`config.mk`:
```
export PLATFORM = sky130hd
export DESIGN_NAME = bsg_nonsynth_dramsim3_map_pipe
export DESIGN_NICKNAME = d
export VERILOG_FILES = /design/src/rtl/bsg_dramsim3_pkg.sv /design/src/rtl/bsg_fifo_1r1w_small.sv /design/src/rtl/bsg_nonsynth_dramsim3_map_pipe.sv
export SDC_FILE = /design/constraint.sdc
export NUM_CORES = 1
export LEC_CHECK = 0
export BUFFER_PORTS_ARGS = -buffer_cell sky130_fd_sc_hd__buf_4
export CORE_MARGIN = 4
export CORE_UTILIZATION = 30
export CTS_BUF_LIST = sky130_fd_sc_hd__clkbuf_16
export DETAILED_ROUTE_END_ITERATION = 7
export PLACE_DENSITY_LB_ADDON = 0.3
export REMOVE_ABC_BUFFERS = 1
export SYNTH_ARGS = -nofsm -noshare
export SYNTH_HDL_FRONTEND = slang
export SYNTH_SLANG_ARGS = --single-unit
```
`constraint.sdc`:
```
create_clock -name clk_i -period 4.9 [get_ports clk_i]
set_input_delay 1.225 -clock clk_i [delete_from_list [all_inputs] [get_ports clk_i]]
set_output_delay 1.225 -clock clk_i [all_outputs]
set_load 0.005 [all_outputs]
```
`src/rtl/bsg_dramsim3_pkg.sv`:
```
// Shared definitions for the DRAMSim3 address-mapping helpers.
//
// Contents:
//   map_mode_width_gp - bit width of the mapping-mode field
//   map_mode_e        - channel-to-global address interleaving schemes
//   safe_clog2        - $clog2 that never returns 0 (used for byte offsets)

package bsg_dramsim3_pkg;

    localparam int map_mode_width_gp = 2;

    // The fourth encoding (2'd3) is deliberately left undefined so that
    // hardware can flag a mode it does not understand.
    typedef enum logic [map_mode_width_gp-1:0] {
        e_ro_ra_bg_ba_co_ch = 2'd0,
        e_ro_ra_bg_ba_ch_co = 2'd1,
        e_ro_ch_ra_ba_bg_co = 2'd2
    } map_mode_e;

    function automatic int safe_clog2(input int x);
        return (x <= 1) ? 1 : $clog2(x);
    endfunction

endpackage

```
`src/rtl/bsg_fifo_1r1w_small.sv`:
```
// Small register-based FIFO with a valid/ready enqueue side and a
// valid/yumi dequeue side. Outputs come straight from state, so there is
// no combinational path from v_i to v_o.
//
// Ports:
//   clk_i, reset_i    - clock, asynchronous active-high reset
//   v_i, data_i       - enqueue request (taken when v_i & ready_o)
//   ready_o           - FIFO not full
//   v_o, data_o       - head entry valid and its contents
//   yumi_i            - consumer takes the head (ignored while v_o is low)

module bsg_fifo_1r1w_small #(
    parameter int width_p = 8,
    parameter int els_p   = 2,
    localparam int ptr_width_lp   = (els_p > 1) ? $clog2(els_p) : 1,
    localparam int count_width_lp = $clog2(els_p + 1)
) (
    input  logic               clk_i,
    input  logic               reset_i,
    input  logic               v_i,
    input  logic [width_p-1:0] data_i,
    output logic               ready_o,
    output logic               v_o,
    output logic [width_p-1:0] data_o,
    input  logic               yumi_i
);

    logic [width_p-1:0]        mem [els_p];
    logic [ptr_width_lp-1:0]   rd_ptr;
    logic [ptr_width_lp-1:0]   wr_ptr;
    logic [count_width_lp-1:0] count;
    logic                      enq;
    logic                      deq;

    function automatic logic [ptr_width_lp-1:0] next_ptr(input logic [ptr_width_lp-1:0] p);
        return (p == ptr_width_lp'(els_p - 1)) ? '0 : p + 1'b1;
    endfunction

    assign ready_o = (count != count_width_lp'(els_p));
    assign v_o     = (count != '0);
    assign data_o  = mem[rd_ptr];
    assign enq     = v_i & ready_o;
    assign deq     = yumi_i & v_o;

    // Storage needs no reset; occupancy is tracked separately.
    always_ff @(posedge clk_i) begin
        if (enq) begin
            mem[wr_ptr] <= data_i;
        end
    end

    always_ff @(posedge clk_i or posedge reset_i) begin
        if (reset_i) begin
            rd_ptr <= '0;
            wr_ptr <= '0;
            count  <= '0;
        end else begin
            if (enq) begin
                wr_ptr <= next_ptr(wr_ptr);
            end
            if (deq) begin
                rd_ptr <= next_ptr(rd_ptr);
            end
            if (enq && !deq) begin
                count <= count + 1'b1;
            end else if (!enq && deq) begin
                count <= count - 1'b1;
            end
        end
    end

endmodule

```
`src/rtl/bsg_nonsynth_dramsim3_map_pipe.sv`:
```
// Maps a channel-local byte address into the global DRAMSim3 address space
// and queues the result for a downstream consumer. Also keeps per-channel
// counts of accepted legal requests and a sticky illegal-request flag.
//
// Ports:
//   clk_i, reset_i           - clock, asynchronous active-high reset
//   v_i, ready_o             - request handshake (ready_o = queue not full)
//   ch_i, mode_i             - source channel and address mapping scheme
//   write_not_read_i         - request type
//   ch_addr_i                - channel-local byte address
//   v_o, yumi_i              - mapped request handshake
//   mem_addr_o               - global address (byte-offset bits always zero)
//   write_not_read_o         - type of the head request
//   req_count_o              - saturating per-channel counts, channel 0 in LSBs
//   error_o                  - set by any illegal request until reset

module bsg_nonsynth_dramsim3_map_pipe
    import bsg_dramsim3_pkg::*;
#(
    parameter int channel_addr_width_p = 32,
    parameter int data_width_p         = 64,
    parameter int num_channels_p       = 2,
    parameter int num_columns_p        = 1024,
    parameter int num_rows_p           = 32768,
    parameter int num_ba_p             = 4,
    parameter int num_bg_p             = 4,
    parameter int num_ranks_p          = 1,
    parameter int els_p                = 2,
    parameter int count_width_p        = 16,
    parameter int debug_p              = 0,
    localparam int lg_ch_lp      = $clog2(num_channels_p),
    localparam int ch_width_lp   = (lg_ch_lp > 0) ? lg_ch_lp : 1,
    localparam int addr_width_lp = lg_ch_lp + channel_addr_width_p
) (
    input  logic                                    clk_i,
    input  logic                                    reset_i,
    input  logic                                    v_i,
    input  logic [ch_width_lp-1:0]                  ch_i,
    input  map_mode_e                               mode_i,
    input  logic                                    write_not_read_i,
    input  logic [channel_addr_width_p-1:0]         ch_addr_i,
    output logic                                    ready_o,
    output logic                                    v_o,
    output logic [addr_width_lp-1:0]                mem_addr_o,
    output logic                                    write_not_read_o,
    input  logic                                    yumi_i,
    output logic [num_channels_p*count_width_p-1:0] req_count_o,
    output logic                                    error_o
);

    localparam int byte_off_lp = safe_clog2(data_width_p / 8);
    localparam int lg_col_lp   = $clog2(num_columns_p);
    localparam int lg_ba_lp    = $clog2(num_ba_p);
    localparam int lg_bg_lp    = $clog2(num_bg_p);
    localparam int lg_ra_lp    = $clog2(num_ranks_p);
    localparam int lg_ro_lp    = $clog2(num_rows_p);

    // Field positions in the channel-local address (co, ba, bg, ra, ro).
    localparam int col_hi_lp = byte_off_lp + lg_col_lp;
    localparam int ba_in_lp  = col_hi_lp;
    localparam int bg_in_lp  = ba_in_lp + lg_ba_lp;
    localparam int ra_in_lp  = bg_in_lp + lg_bg_lp;
    localparam int ro_in_lp  = ra_in_lp + lg_ra_lp;

    // Field positions in the global address (co, bg, ba, ra, ch, ro).
    localparam int bg_out_lp = col_hi_lp;
    localparam int ba_out_lp = bg_out_lp + lg_bg_lp;
    localparam int ra_out_lp = ba_out_lp + lg_ba_lp;
    localparam int ch_out_lp = ra_out_lp + lg_ra_lp;
    localparam int ro_out_lp = ch_out_lp + lg_ch_lp;

    logic [addr_width_lp-1:0] addr_ext;
    logic [addr_width_lp-1:0] ch_ext;
    logic [addr_width_lp-1:0] mapped_addr;
    logic                     mode_legal;
    logic                     ch_legal;
    logic                     accept;
    logic                     legal_accept;
    logic                     fifo_v;
    logic [num_channels_p-1:0][count_width_p-1:0] counts;
    logic                     error_r;

    // A zero-width field yields an all-zero mask, so absent fields vanish.
    function automatic logic [addr_width_lp-1:0] field_mask(input int w);
        logic [addr_width_lp-1:0] m;
        m = '0;
        for (int i = 0; i < addr_width_lp; i++) begin
            if (i < w) begin
                m[i] = 1'b1;
            end
        end
        return m;
    endfunction

    assign addr_ext = addr_width_lp'(ch_addr_i);
    assign ch_ext   = addr_width_lp'(ch_i) & field_mask(lg_ch_lp);
    assign ch_legal = (int'(ch_i) < num_channels_p);

    // Low byte-offset bits are dropped by shifting down before shifting
    // fields into place, so they always come out zero.
    always_comb begin
        logic [addr_width_lp-1:0] co, ba, bg, ra, ro;
        mapped_addr = '0;
        mode_legal  = 1'b1;
        co = (addr_ext >> byte_off_lp) & field_mask(lg_col_lp);
        ba = (addr_ext >> ba_in_lp) & field_mask(lg_ba_lp);
        bg = (addr_ext >> bg_in_lp) & field_mask(lg_bg_lp);
        ra = (addr_ext >> ra_in_lp) & field_mask(lg_ra_lp);
        ro = (addr_ext >> ro_in_lp) & field_mask(lg_ro_lp);
        case (mode_i)
            e_ro_ra_bg_ba_co_ch: begin
                mapped_addr = ((addr_ext >> byte_off_lp) << (byte_off_lp + lg_ch_lp))
                            | (ch_ext << byte_off_lp);
            end
            e_ro_ra_bg_ba_ch_co: begin
                mapped_addr = ((addr_ext >> col_hi_lp) << (col_hi_lp + lg_ch_lp))
                            | (ch_ext << col_hi_lp)
                            | (co << byte_off_lp);
            end
            e_ro_ch_ra_ba_bg_co: begin
                mapped_addr = (co << byte_off_lp)
                            | (bg << bg_out_lp)
                            | (ba << ba_out_lp)
                            | (ra << ra_out_lp)
                            | (ch_ext << ch_out_lp)
                            | (ro << ro_out_lp);
            end
            default: begin
                mode_legal = 1'b0;
            end
        endcase
    end

    // Illegal requests still complete the handshake but never enter the queue.
    assign accept       = v_i & ready_o;
    assign legal_accept = accept & ch_legal & mode_legal;

    bsg_fifo_1r1w_small #(
        .width_p (addr_width_lp + 1),
        .els_p   (els_p)
    ) buffer (
        .clk_i   (clk_i),
        .reset_i (reset_i),
        .v_i     (legal_accept),
        .data_i  ({write_not_read_i, mapped_addr}),
        .ready_o (ready_o),
        .v_o     (fifo_v),
        .data_o  ({write_not_read_o, mem_addr_o}),
        .yumi_i  (yumi_i & fifo_v)
    );

    assign v_o = fifo_v;

    // Counters hold at all-ones rather than wrapping.
    always_ff @(posedge clk_i or posedge reset_i) begin
        if (reset_i) begin
            counts <= '0;
        end else if (legal_accept) begin
            for (int c = 0; c < num_channels_p; c++) begin
                if ((ch_i == ch_width_lp'(c)) && (counts[c] != '1)) begin
                    counts[c] <= counts[c] + 1'b1;
                end
            end
        end
    end

    always_ff @(posedge clk_i or posedge reset_i) begin
        if (reset_i) begin
            error_r <= 1'b0;
        end else if (accept && !(ch_legal && mode_legal)) begin
            error_r <= 1'b1;
        end
    end

    assign req_count_o = counts;
    assign error_o     = error_r;

    if (debug_p != 0) begin : g_debug
        yumi_without_valid: assert property (@(posedge clk_i) disable iff (reset_i) !(yumi_i && !v_o))
            else $error("yumi_i asserted while v_o is low");

        always @(posedge clk_i) begin
            if (!reset_i && accept) begin
                $info("accept ch=%0d mode=%0d wnr=%0b ch_addr=%h mem_addr=%h legal=%0b",
                      ch_i, mode_i, write_not_read_i, ch_addr_i, mapped_addr, ch_legal && mode_legal);
            end
        end
    end

endmodule

```
==> impl_results.md <==
* Power density over the cells at 440.9 nW/um2
* Clk Latency, worst-skew pair at 0.34 ns
* Worst hold endpoint: buffer.rd_ptr
* Max_slew headroom at 34.44%
* CP Max Fanout at 31
* Rows at 44
* Worst Tran Pin Value at 0.9811 ns
* Drc violations at 0
* # fillers at 1,427
* Reg2reg start: buffer.count[0]
* Largest cells by area after synthesis: edfxtp_1 (41%), dfrtp_1 (20%), mux2_2 (8.4%)
* Cell taking the most area after synthesis: edfxtp_1
* Vias in the first global route at 3,210
* R2R cell count at 3
* Core ar. at 14,700 um2
* Worst Skew at 0.003599 ns
* Total CTS buffers at 9
* CP most frequent cell: buf_4
* Initial Util at 30.99%
* Routed Antenna Nets at 0
* R2R Setup Slk at 2.75 ns
* Clock Tree Root: clkbuf_16
* Final setup vio count at 0
* Top-count cell post-synth: edfxtp_1
* Number of synthesized flops with an enable pin at 62
* Full die area at 17,220 um2
* Drt initial violations at 133
* Max VDD drop at 0.2160 mV
* Post-CTS resize count at 0
* Max H-tree Level at 3
* Worst R2R End: buffer.mem[0][25]
* Worst-path cell chain: buf_4 > mux2_2 > buf_4
* Mapped Cells at 341
* Leakage Power at 2.409 nW
* Routed WL per cell at 16.07 um
* # hold bufs at CTS at 0
* Largest net degree at the start of global routing at 38
* HP Class: reg2reg
* Synth unique cells at 48
* Gpl congestion at 0.7646
* Seq cells post-synth at 99
* Fin. max-slew vios at 0
* CP Class: reg2out
* Synth top area share at 40.87%
* Slowest CP cell: mux2_2
* Worst-path clk slew at 0.07 ns
* Main synth FF type: edfxtp_1
* Drt via density at 4.830
* Max incr delay on CP at 0.41 ns
* Status: finished clean
* Worst Setup Start Kind: flip-flop
* Worst slack at placement at 1.838 ns
* Max Cap Viol at 0
* Die width at 131.2 um
* Via count at 3,062
* Unrepaired setup endpoints after global routing: no
* Final Hold Viols at 0
* P&R area growth vs syn at 27.33%
* Inserted Diodes at 0
* Worst Hold Launch: buffer.rd_ptr
* Max Freq at 0.3458 GHz
* Register area share after synthesis at 61.19%
* Ys async rst share at 37.37%
* Initial antenna violation count at 0
* Layout cells sized above 1 at 36.89%
* Total grt overflow at 0
* Setup Buffers After CTS at 0
* Wire length of the first global-routing pass at 16,530 um
* I/O pin cnt at 109
* Crit path arrival time at 1.67 ns
* Total global-route track usage at 11.94%
* Final setup margin at 2.008 ns
* Ys Warns at 0
* Post-Syn Area per Cell at 13.36 um2
* Post-layout min period at 2.892 ns
* Post-synth top cells: edfxtp_1 (62), dfrtp_1 (37), mux2_2 (34)
* Hold Path Cell Cnt at 1
* CTS max path bufs at 2
* Total wire length at 10,190 um
* Syn Std Cell Area at 4556 um2
* PortBufs at 102
* Worst Setup End Kind: output pin
* DR pass1 iterations at 4
* Dpl hpwl at 7111 um
* Setup_tns at 0 ns
* CTS tree: done
* Final period utilization at 59.01%
* WP data required at 3.67 ns
* CTS Sinks at 99
* Die height at 131.2 um
* Layout net count at 488
==> worst max path at each step <==
stage	from	endpoint	slack (ns)	cells past startpoint
global route	buffer.rd_ptr	mem_addr_o[11]	1.91	3
finish	buffer.rd_ptr	mem_addr_o[11]	2.01	3
global placement	mode_i[0]	req_count_o[24]	1.89	5
detailed placement	mode_i[0]	req_count_o[24]	1.84	5
floorplan	mode_i[0]	buffer.mem[0][10]	1.47	3
CTS	buffer.rd_ptr	mem_addr_o[11]	1.96	3
==> report_power, final <==
group / internal, mW / switching, mW / total, mW
clock: 0.347 / 0.316 / 0.663
sequential: 1.06 / 0.0952 / 1.16
combinational: 0.407 / 0.329 / 0.735
total: 1.82 / 0.740 / 2.56
==> sequential cells by signal, indices dropped and copies added, names as in the netlist <==
| name | cells |
|---|---|
| buffer.wr_ptr | 1 |
| req_count_o | 32 |
| buffer.mem | 62 |
| error_o | 1 |
| buffer.rd_ptr | 1 |
| buffer.count | 2 |
==> layout by cell type (no fill, tap or decap), drive strengths merged, types with 10 or more instances in the layout <==
cell type / netlist / routed
and2: 16 / 16
buf: 8 / 106
dfrtp: 37 / 37
edfxtp: 62 / 62
inv: 8 / 10
mux2: 35 / 35
nand2: 12 / 12
nand3: 13 / 13
nand4: 10 / 10
nor2: 11 / 11
nor3: 13 / 13
nor4: 14 / 14
xor2: 25 / 25
==> area by class of cell <==
type                            count  area, um2  share of cell area (%)
Inverter                            8      30.03                  0.5177
Clock inverter                      7      51.30                  0.8844
Sequential cell                    99       2788                   48.06
Clock buffer                        9      225.2                   3.883
Timing Repair Buffer              106      795.8                   13.72
Tap cell                          184      230.2                   3.969
Multi-Input combinational cell    221       1680                   28.97
==> layer usage <==
| metal | part of all wire, % | GRT usage, % | vias to the layer above |
|---|---|---|---|
| li1 | - | - | 1474 |
| met1 | 45 | 15.16 | 1491 |
| met2 | 47 | 19.10 | 85 |
| met3 | 6.7 | 4.778 | 12 |
| met4 | 1.1 | 3.151 | 0 |
| met5 | 0 | 0 | - |
==> worst max-delay path, delay by kind of cell (launching register included) <==
family,cells,cell delay (ns)
mux,1,0.41
buf+inv,2,0.53
flops,1,0.36
==> cells by family (layout without fill, tap and decap cells) <==
kind of cell	Yosys count	in the layout	share of synthesized area, %
AOI/OAI and AO/OA	34	34	5.356
xor gates and xnor gates	30	30	5.768
buffers and inverters	23	130	2.252
other	1	3	0.08232
and+or+nand+nor	115	115	15.57
adders and majority gates	3	3	0.8240
muxes	36	36	8.954
DFF	99	99	61.19
==> stage by stage <==
step | hold slack [ns] | std cells | instance area (um2) | utilization [%] | total power [mW]
after floorplan | 0.4566 | 328 | 4491 | - | 1.537
after global placement | 0.4622 | 618 | 5524 | 37.58 | 1.921
after detailed placement | 0.4677 | 618 | 5524 | 37.58 | 1.935
after CTS | 0.4813 | 634 | 5801 | 39.46 | 2.610
after global routing | 0.5049 | 634 | 5801 | 39.46 | 2.715
final | 0.4747 | 634 | 5801 | 39.46 | 2.558
Power figures use the tool's default switching activity.
